File: src/rtl/core_ctrl_pkg.sv
// Shared types and field positions for the two-core inter-core controller.
// Request/response bus bit positions match the cores' WB-stage encodings.
package core_ctrl_pkg;

  typedef enum logic [1:0] {
    ASLEEP  = 2'd0,
    RUNNING = 2'd1,
    PAUSED  = 2'd2,
    HALTED  = 2'd3
  } slot_state_t;

  localparam int PCO_VALID = 17;
  localparam int PCO_TGT   = 16;
  localparam int PR_VALID  = 2;
  localparam int PR_RESUME = 1;
  localparam int PR_TGT    = 0;
  localparam int PP_VALID  = 16;

endpackage

File: src/rtl/core_ctrl_slot.sv
// One target core's lifecycle FSM: resolves its two incoming requests, drives pc_passed/stall_num.
// Requests sampled at edge N take effect on the registered outputs in cycle N+1; no backpressure.
module core_ctrl_slot
  import core_ctrl_pkg::*;
#(
  parameter logic [2:0] PAUSE_STALL = 3'd6
) (
  input  logic        clk,
  input  logic        rst_n,
  input  logic        i_boot,
  input  logic [15:0] i_boot_pc,
  input  logic [1:0]  i_wake_vld,
  input  logic [15:0] i_wake_pc_0,
  input  logic [15:0] i_wake_pc_1,
  input  logic [1:0]  i_pr_vld,
  input  logic [1:0]  i_pr_resume,
  input  logic        i_halt,
  output slot_state_t o_state,
  output logic [16:0] o_pc_passed,
  output logic [2:0]  o_stall_num,
  output logic        o_wake_drop
);

  slot_state_t r_state;
  slot_state_t w_next;
  logic [16:0] r_pc_passed;
  logic [2:0]  r_stall_num;
  logic        w_wake_acc;
  logic        w_wake_any;
  logic        w_pr_vld;
  logic        w_pr_resume;
  logic [15:0] w_wake_pc;

  // Lower source index wins each collision; legality is judged on the winner only.
  assign w_wake_any  = |i_wake_vld;
  assign w_wake_pc   = i_wake_vld[0] ? i_wake_pc_0 : i_wake_pc_1;
  assign w_pr_vld    = |i_pr_vld;
  assign w_pr_resume = i_pr_vld[0] ? i_pr_resume[0] : i_pr_resume[1];

  always_comb begin
    w_next     = r_state;
    w_wake_acc = 1'b0;
    if (i_boot) begin
      w_next = RUNNING;
    end else begin
      case (r_state)
        ASLEEP: begin
          if (w_wake_any) begin
            w_next     = RUNNING;
            w_wake_acc = 1'b1;
          end
        end
        RUNNING: begin
          if (i_halt)                         w_next = HALTED;
          else if (w_pr_vld && !w_pr_resume) w_next = PAUSED;
        end
        PAUSED: begin
          if (i_halt)                        w_next = HALTED;
          else if (w_pr_vld && w_pr_resume) w_next = RUNNING;
        end
        default: w_next = r_state;
      endcase
    end
  end

  assign o_wake_drop = (i_wake_vld[0] && i_wake_vld[1]) || (w_wake_any && (r_state != ASLEEP));

  always_ff @(posedge clk) begin
    if (!rst_n) begin
      r_state     <= ASLEEP;
      r_pc_passed <= '0;
      r_stall_num <= '0;
    end else begin
      r_state               <= w_next;
      r_pc_passed[PP_VALID] <= i_boot | w_wake_acc;
      if (i_boot)          r_pc_passed[15:0] <= i_boot_pc;
      else if (w_wake_acc) r_pc_passed[15:0] <= w_wake_pc;
      r_stall_num <= (w_next == PAUSED) ? PAUSE_STALL : 3'd0;
    end
  end

  assign o_state     = r_state;
  assign o_pc_passed = r_pc_passed;
  assign o_stall_num = r_stall_num;

endmodule

File: src/rtl/core_ctrl.sv
// Inter-core controller: boots one core, gates request sources, routes to per-target slots, flags done/deadlock/drop.
// All outputs registered (one-cycle latency from request sampling); requests are never backpressured, only dropped.
module core_ctrl
  import core_ctrl_pkg::*;
#(
  parameter int          BOOT_CORE   = 0,
  parameter logic [15:0] BOOT_PC     = 16'h0000,
  parameter logic [2:0]  PAUSE_STALL = 3'd6
) (
  input  logic        clk,
  input  logic        rst_n,
  input  logic [17:0] pc_out_0,
  input  logic [17:0] pc_out_1,
  input  logic [2:0]  pr_0,
  input  logic [2:0]  pr_1,
  input  logic        halt_0,
  input  logic        halt_1,
  output logic [16:0] pc_passed_0,
  output logic [16:0] pc_passed_1,
  output logic [2:0]  stall_num_0,
  output logic [2:0]  stall_num_1,
  output logic        done,
  output logic        deadlock,
  output logic        wake_drop
);

  logic        r_booted;
  logic        r_deadlock;
  logic        r_wake_drop;
  logic        w_boot;
  logic [1:0]  w_src_run;
  logic [1:0]  w_drop;
  logic [1:0]  w_halt;
  logic        w_any_run;
  logic        w_any_paused;
  logic        w_dl_now;
  slot_state_t w_state     [2];
  logic [16:0] w_pc_passed [2];
  logic [2:0]  w_stall_num [2];

  assign w_boot = !r_booted;
  assign w_halt = {halt_1, halt_0};

  // Only a running core may issue requests; this also silences everything on the boot edge.
  assign w_src_run[0] = r_booted && (w_state[0] == RUNNING);
  assign w_src_run[1] = r_booted && (w_state[1] == RUNNING);

  for (genvar t = 0; t < 2; t++) begin : g_slot
    logic [1:0] w_wake_vld;
    logic [1:0] w_pr_vld;

    assign w_wake_vld[0] = w_src_run[0] && pc_out_0[PCO_VALID] && (pc_out_0[PCO_TGT] == 1'(t));
    assign w_wake_vld[1] = w_src_run[1] && pc_out_1[PCO_VALID] && (pc_out_1[PCO_TGT] == 1'(t));
    assign w_pr_vld[0]   = w_src_run[0] && pr_0[PR_VALID] && (pr_0[PR_TGT] == 1'(t));
    assign w_pr_vld[1]   = w_src_run[1] && pr_1[PR_VALID] && (pr_1[PR_TGT] == 1'(t));

    core_ctrl_slot #(
      .PAUSE_STALL (PAUSE_STALL)
    ) u_slot (
      .clk         (clk),
      .rst_n       (rst_n),
      .i_boot      (w_boot && (BOOT_CORE == t)),
      .i_boot_pc   (BOOT_PC),
      .i_wake_vld  (w_wake_vld),
      .i_wake_pc_0 (pc_out_0[15:0]),
      .i_wake_pc_1 (pc_out_1[15:0]),
      .i_pr_vld    (w_pr_vld),
      .i_pr_resume ({pr_1[PR_RESUME], pr_0[PR_RESUME]}),
      .i_halt      (w_halt[t]),
      .o_state     (w_state[t]),
      .o_pc_passed (w_pc_passed[t]),
      .o_stall_num (w_stall_num[t]),
      .o_wake_drop (w_drop[t])
    );
  end

  assign w_any_run    = (w_state[0] == RUNNING) || (w_state[1] == RUNNING);
  assign w_any_paused = (w_state[0] == PAUSED)  || (w_state[1] == PAUSED);
  assign w_dl_now     = r_booted && !w_any_run && w_any_paused;

  always_ff @(posedge clk) begin
    if (!rst_n) begin
      r_booted    <= 1'b0;
      r_deadlock  <= 1'b0;
      r_wake_drop <= 1'b0;
    end else begin
      r_booted    <= 1'b1;
      r_deadlock  <= r_deadlock | w_dl_now;
      r_wake_drop <= r_wake_drop | (|w_drop);
    end
  end

  assign pc_passed_0 = w_pc_passed[0];
  assign pc_passed_1 = w_pc_passed[1];
  assign stall_num_0 = w_stall_num[0];
  assign stall_num_1 = w_stall_num[1];
  assign done        = r_booted && !w_any_run && !w_any_paused;
  assign deadlock    = r_deadlock | w_dl_now;
  assign wake_drop   = r_wake_drop;

endmodule

File: config.mk
export PLATFORM = sky130hd
export DESIGN_NAME = core_ctrl
export DESIGN_NICKNAME = d
export VERILOG_FILES = /design/src/rtl/core_ctrl_pkg.sv /design/src/rtl/core_ctrl_slot.sv /design/src/rtl/core_ctrl.sv
export SDC_FILE = /design/constraint.sdc
export NUM_CORES = 1
export LEC_CHECK = 0
export BUFFER_PORTS_ARGS = -buffer_cell sky130_fd_sc_hd__buf_4
export CORE_ASPECT_RATIO = 0.6
export CORE_UTILIZATION = 45
export CTS_BUF_LIST = sky130_fd_sc_hd__clkbuf_16
export CTS_CLUSTER_DIAMETER = 40
export DETAILED_ROUTE_END_ITERATION = 7
export HOLD_SLACK_MARGIN = 0.03
export PLACE_DENSITY = 0.8
export SLEW_MARGIN = 15
export SYNTH_ARGS = -nofsm -noshare
export SYNTH_HDL_FRONTEND = slang
export SYNTH_SLANG_ARGS = --single-unit
File: constraint.sdc
create_clock -name clk -period 1.8 [get_ports clk]
set_input_delay 0.45 -clock clk [delete_from_list [all_inputs] [get_ports clk]]
set_output_delay 0.45 -clock clk [all_outputs]
set_load 0.05 [all_outputs]
==> results.cfg <==
[status]
status = finished with violations
violations = negative setup slack

[grt]
grt_pass1_wl_um = 8350
antenna_found_initial = 0
grt_max_degree = 34
grt_use_total_pct = 24.4
grt_overflow_total = 0
grt_pass1_vias = 1666

[die]
core_area_mm2 = 0.00417
die_h_um = 53.5
io_pins = 89
die-area_mm2 = 0.00469
rows = 18
initial_core_util_pct = 47.7
die_x_um = 87.8

[detailed_routing]
drtAntennaViolNets = 0
viasPerCell = 5.30
wl_per_cell_um = 16.3
drc = 0
first_pass_iters = 4
vias = 1992
routed_wl_um = 6140
drt_iter0_markers = 90

[critical_path]
crit_path_frequent_cell = buf_6
end_kind = register
crit_chain = buf_6, and3b_1, nand3b_1, nor3_4, buf_6, clkbuf_16, nor2_1, a211oi_1
crit_required_ns = 1.97
crit_fanout = 8
arrival_ns = 2.03
cpMaxStageDelayCell = dfxtp_4
cpPeakStageDelay_ns = 0.36
worstSetupPathType = reg -> reg
cp-start-kind = register

[sta]
hold_viol = 0
fmax_mhz = 539
timing.final.max_slew_violations = 0
setup_viol = 1
setup_slack_ns = -0.0563
min_period_ns = 1.86
rsz0062_at_grt = yes
fin_skew_ns = 0.00720
period_share_pct = 103

[final_layout]
diodes = 0
fin_cells = 376
final_layout_size_suffix_gt1_share_pct = 41.5
fin_util_pct = 73.2
areaGrowthSynthToFinish_pct = 53.7
nets = 363

[clock_network]
worst_skew_pair.late_latency_ns = 0.28
cts.path.max_buffers = 2
numCtsBuffers = 5
clockRootBuffer = clkbuf_16
tritoncts = done
cts_max_level = 2
clkTransAtPathRegs_ns = 0.06
cts.sinks = 43

[pwr]
power_density_mw_per_mm2 = 692
power.switching_mw = 0.517
pwr-share-seq_pct = 46.3
leakagePower_nw = 1.27
power_frac_comb_pct = 14.3
intPower_mw = 1.59
p_clk_share_pct = 39.5
ir_worst_vdd_mv = 0.481
swShare_pct = 24.5

[flow_run]
cap_violations = 0

[yosys]
synth_cells = 221
ys_types = 40
yosysSeqAreaShare_pct = 43.4
yosys_warnings = 0
synth-seq-cells = 43
syn_area_mm2 = 0.00199
avgSynthCellArea_um2 = 8.98

[place]
gp_congestion = 0.917
io_buffers = 86
place_hpwl_um = 4310
dp.cells = 362

[hold_path]
hold_class = in -> reg
## worst max-delay path: cells and delay by family, from the launching register on
| kind | cells | cell delay (ns) |
|---|---|---|
| flip-flops | 1 | 0.36 |
| AO/OA/AOI/OAI | 1 | 0.27 |
| buffers and inverters | 3 | 0.41 |
| AND/OR/NAND/NOR | 4 | 0.72 |
## cell usage after synthesis (all sizes together)
master / n / area (um^2)
a2111oi: 1 / 15.0
a211oi: 18 / 135
a21boi: 16 / 120
a21o: 1 / 7.51
a21oi: 5 / 25.0
a32oi: 1 / 8.76
and2: 2 / 12.5
and3: 2 / 12.5
and3b: 1 / 8.76
and4b: 3 / 30.0
buf: 15 / 98.8
clkbuf: 4 / 15.0
conb: 1 / 3.75
dfxtp: 43 / 861
inv: 2 / 7.51
mux2i: 18 / 180
nand2: 36 / 135
nand2b: 1 / 6.26
nand3: 1 / 5.00
nand3b: 2 / 15.0
nand4: 2 / 18.8
nand4b: 1 / 8.76
nor2: 21 / 78.8
nor2b: 2 / 15.0
nor3: 8 / 56.3
nor4: 1 / 6.26
o21a: 3 / 22.5
o21ai: 2 / 10.0
o2bb2ai: 1 / 8.76
o31a: 1 / 8.76
o41a: 1 / 11.3
or3: 2 / 12.5
or4: 1 / 7.51
xor2: 2 / 17.5
## state kept, by name (all words and copies together) (netlist names)
signal,flops
r_booted,1
g_slot.u_slot.o_state,4
g_slot.u_slot.o_stall_num,2
g_slot.u_slot.o_pc_passed,34
wake_drop,1
r_deadlock,1
## final timing paths
kind / slack [ns] / depth (start not counted) / from / endpoint
setup / recovery: -0.06 / 8 / g_slot[1].u_slot.o_state[1] / g_slot[0].u_slot.o_pc_passed[9]
hold / removal: 0.44 / 1 / rst_n / r_booted
setup reg to reg: -0.06 / 8 / g_slot[1].u_slot.o_state[1] / g_slot[0].u_slot.o_pc_passed[9]
hold reg to reg: 0.46 / 2 / g_slot[1].u_slot.o_pc_passed[6] / g_slot[1].u_slot.o_pc_passed[6]
## metrics by stage
step	total power, mW	instance area, um^2	setup TNS, ns	hold WS, ns	setup slack [ns]
after floorplan	1.14	2000	0	0.478	0.116
after global placement	1.28	2730	-0.00778	0.452	-0.00778
after detailed placement	1.28	2730	-0.0467	0.460	-0.0467
after CTS	2.09	2890	0	0.439	0.00982
after global routing	2.18	3050	-0.590	0.435	-0.183
final	2.11	3050	-0.0563	0.437	-0.0563
## layer usage
layer	wire length (um)	part of all wire, %	global-route usage [%]
met1	2960	48	37.4
met2	2740	45	34.2
met3	399	6.5	5.30
met4	44	0.72	4.92
met5	0	0	0
## logic make-up (layout without fill, tap and decap cells)
| family | count (synthesis) | in the layout | synth area share (%) |
|---|---|---|---|
| AO/OA/AOI/OAI | 50 | 50 | 18.8 |
| XOR/XNOR | 2 | 2 | 0.882 |
| buffers and inverters | 21 | 115 | 6.11 |
| flip-flops | 43 | 43 | 43.4 |
| multiplexers | 18 | 18 | 9.07 |
| other | 1 | 2 | 0.189 |
| AND/OR/NAND/NOR | 86 | 86 | 21.6 |
## layout by cell type (no fill, tap or decap), drive strengths merged, types with 3 or more instances in the layout
cell type and n:
o21a 3, dfxtp 43, a21boi 16, nand2 36, mux2i 18, nor2 21
and4b 3, clkbuf 7, buf 105, a211oi 18, nor3 8, a21oi 5
inv 3
## final cells by class
| class | count | area [um^2] |
|---|---|---|
| fill | 315 | 1110 |
| multi-input combinational | 158 | 1070 |
| timing repair buffer | 107 | 897 |
| sequential | 43 | 871 |
| clock buffer | 5 | 125 |
| tap | 60 | 75.1 |
| inverter | 2 | 7.51 |
| clock inverter | 1 | 3.75 |
## power groups by stage
stage | combinational (mW) | sequential [mW] | clock, mW
floorplan | 0.117 | 1.02 | 0
global placement | 0.278 | 1.00 | 0
detailed placement | 0.281 | 1.00 | 0
CTS | 0.285 | 0.980 | 0.829
global route | 0.320 | 0.978 | 0.878
finish | 0.301 | 0.977 | 0.833
## timing repair
item                                    in CTS  in global routing
pin swaps                                    0                 13
setup buffers                                1                  4
gates cloned                                 0                  3
gates resized for setup                      8                 17
endpoints found under the setup margin       3                 38
hold buffers                                 0                  0
Power figures use the tool's default switching activity.
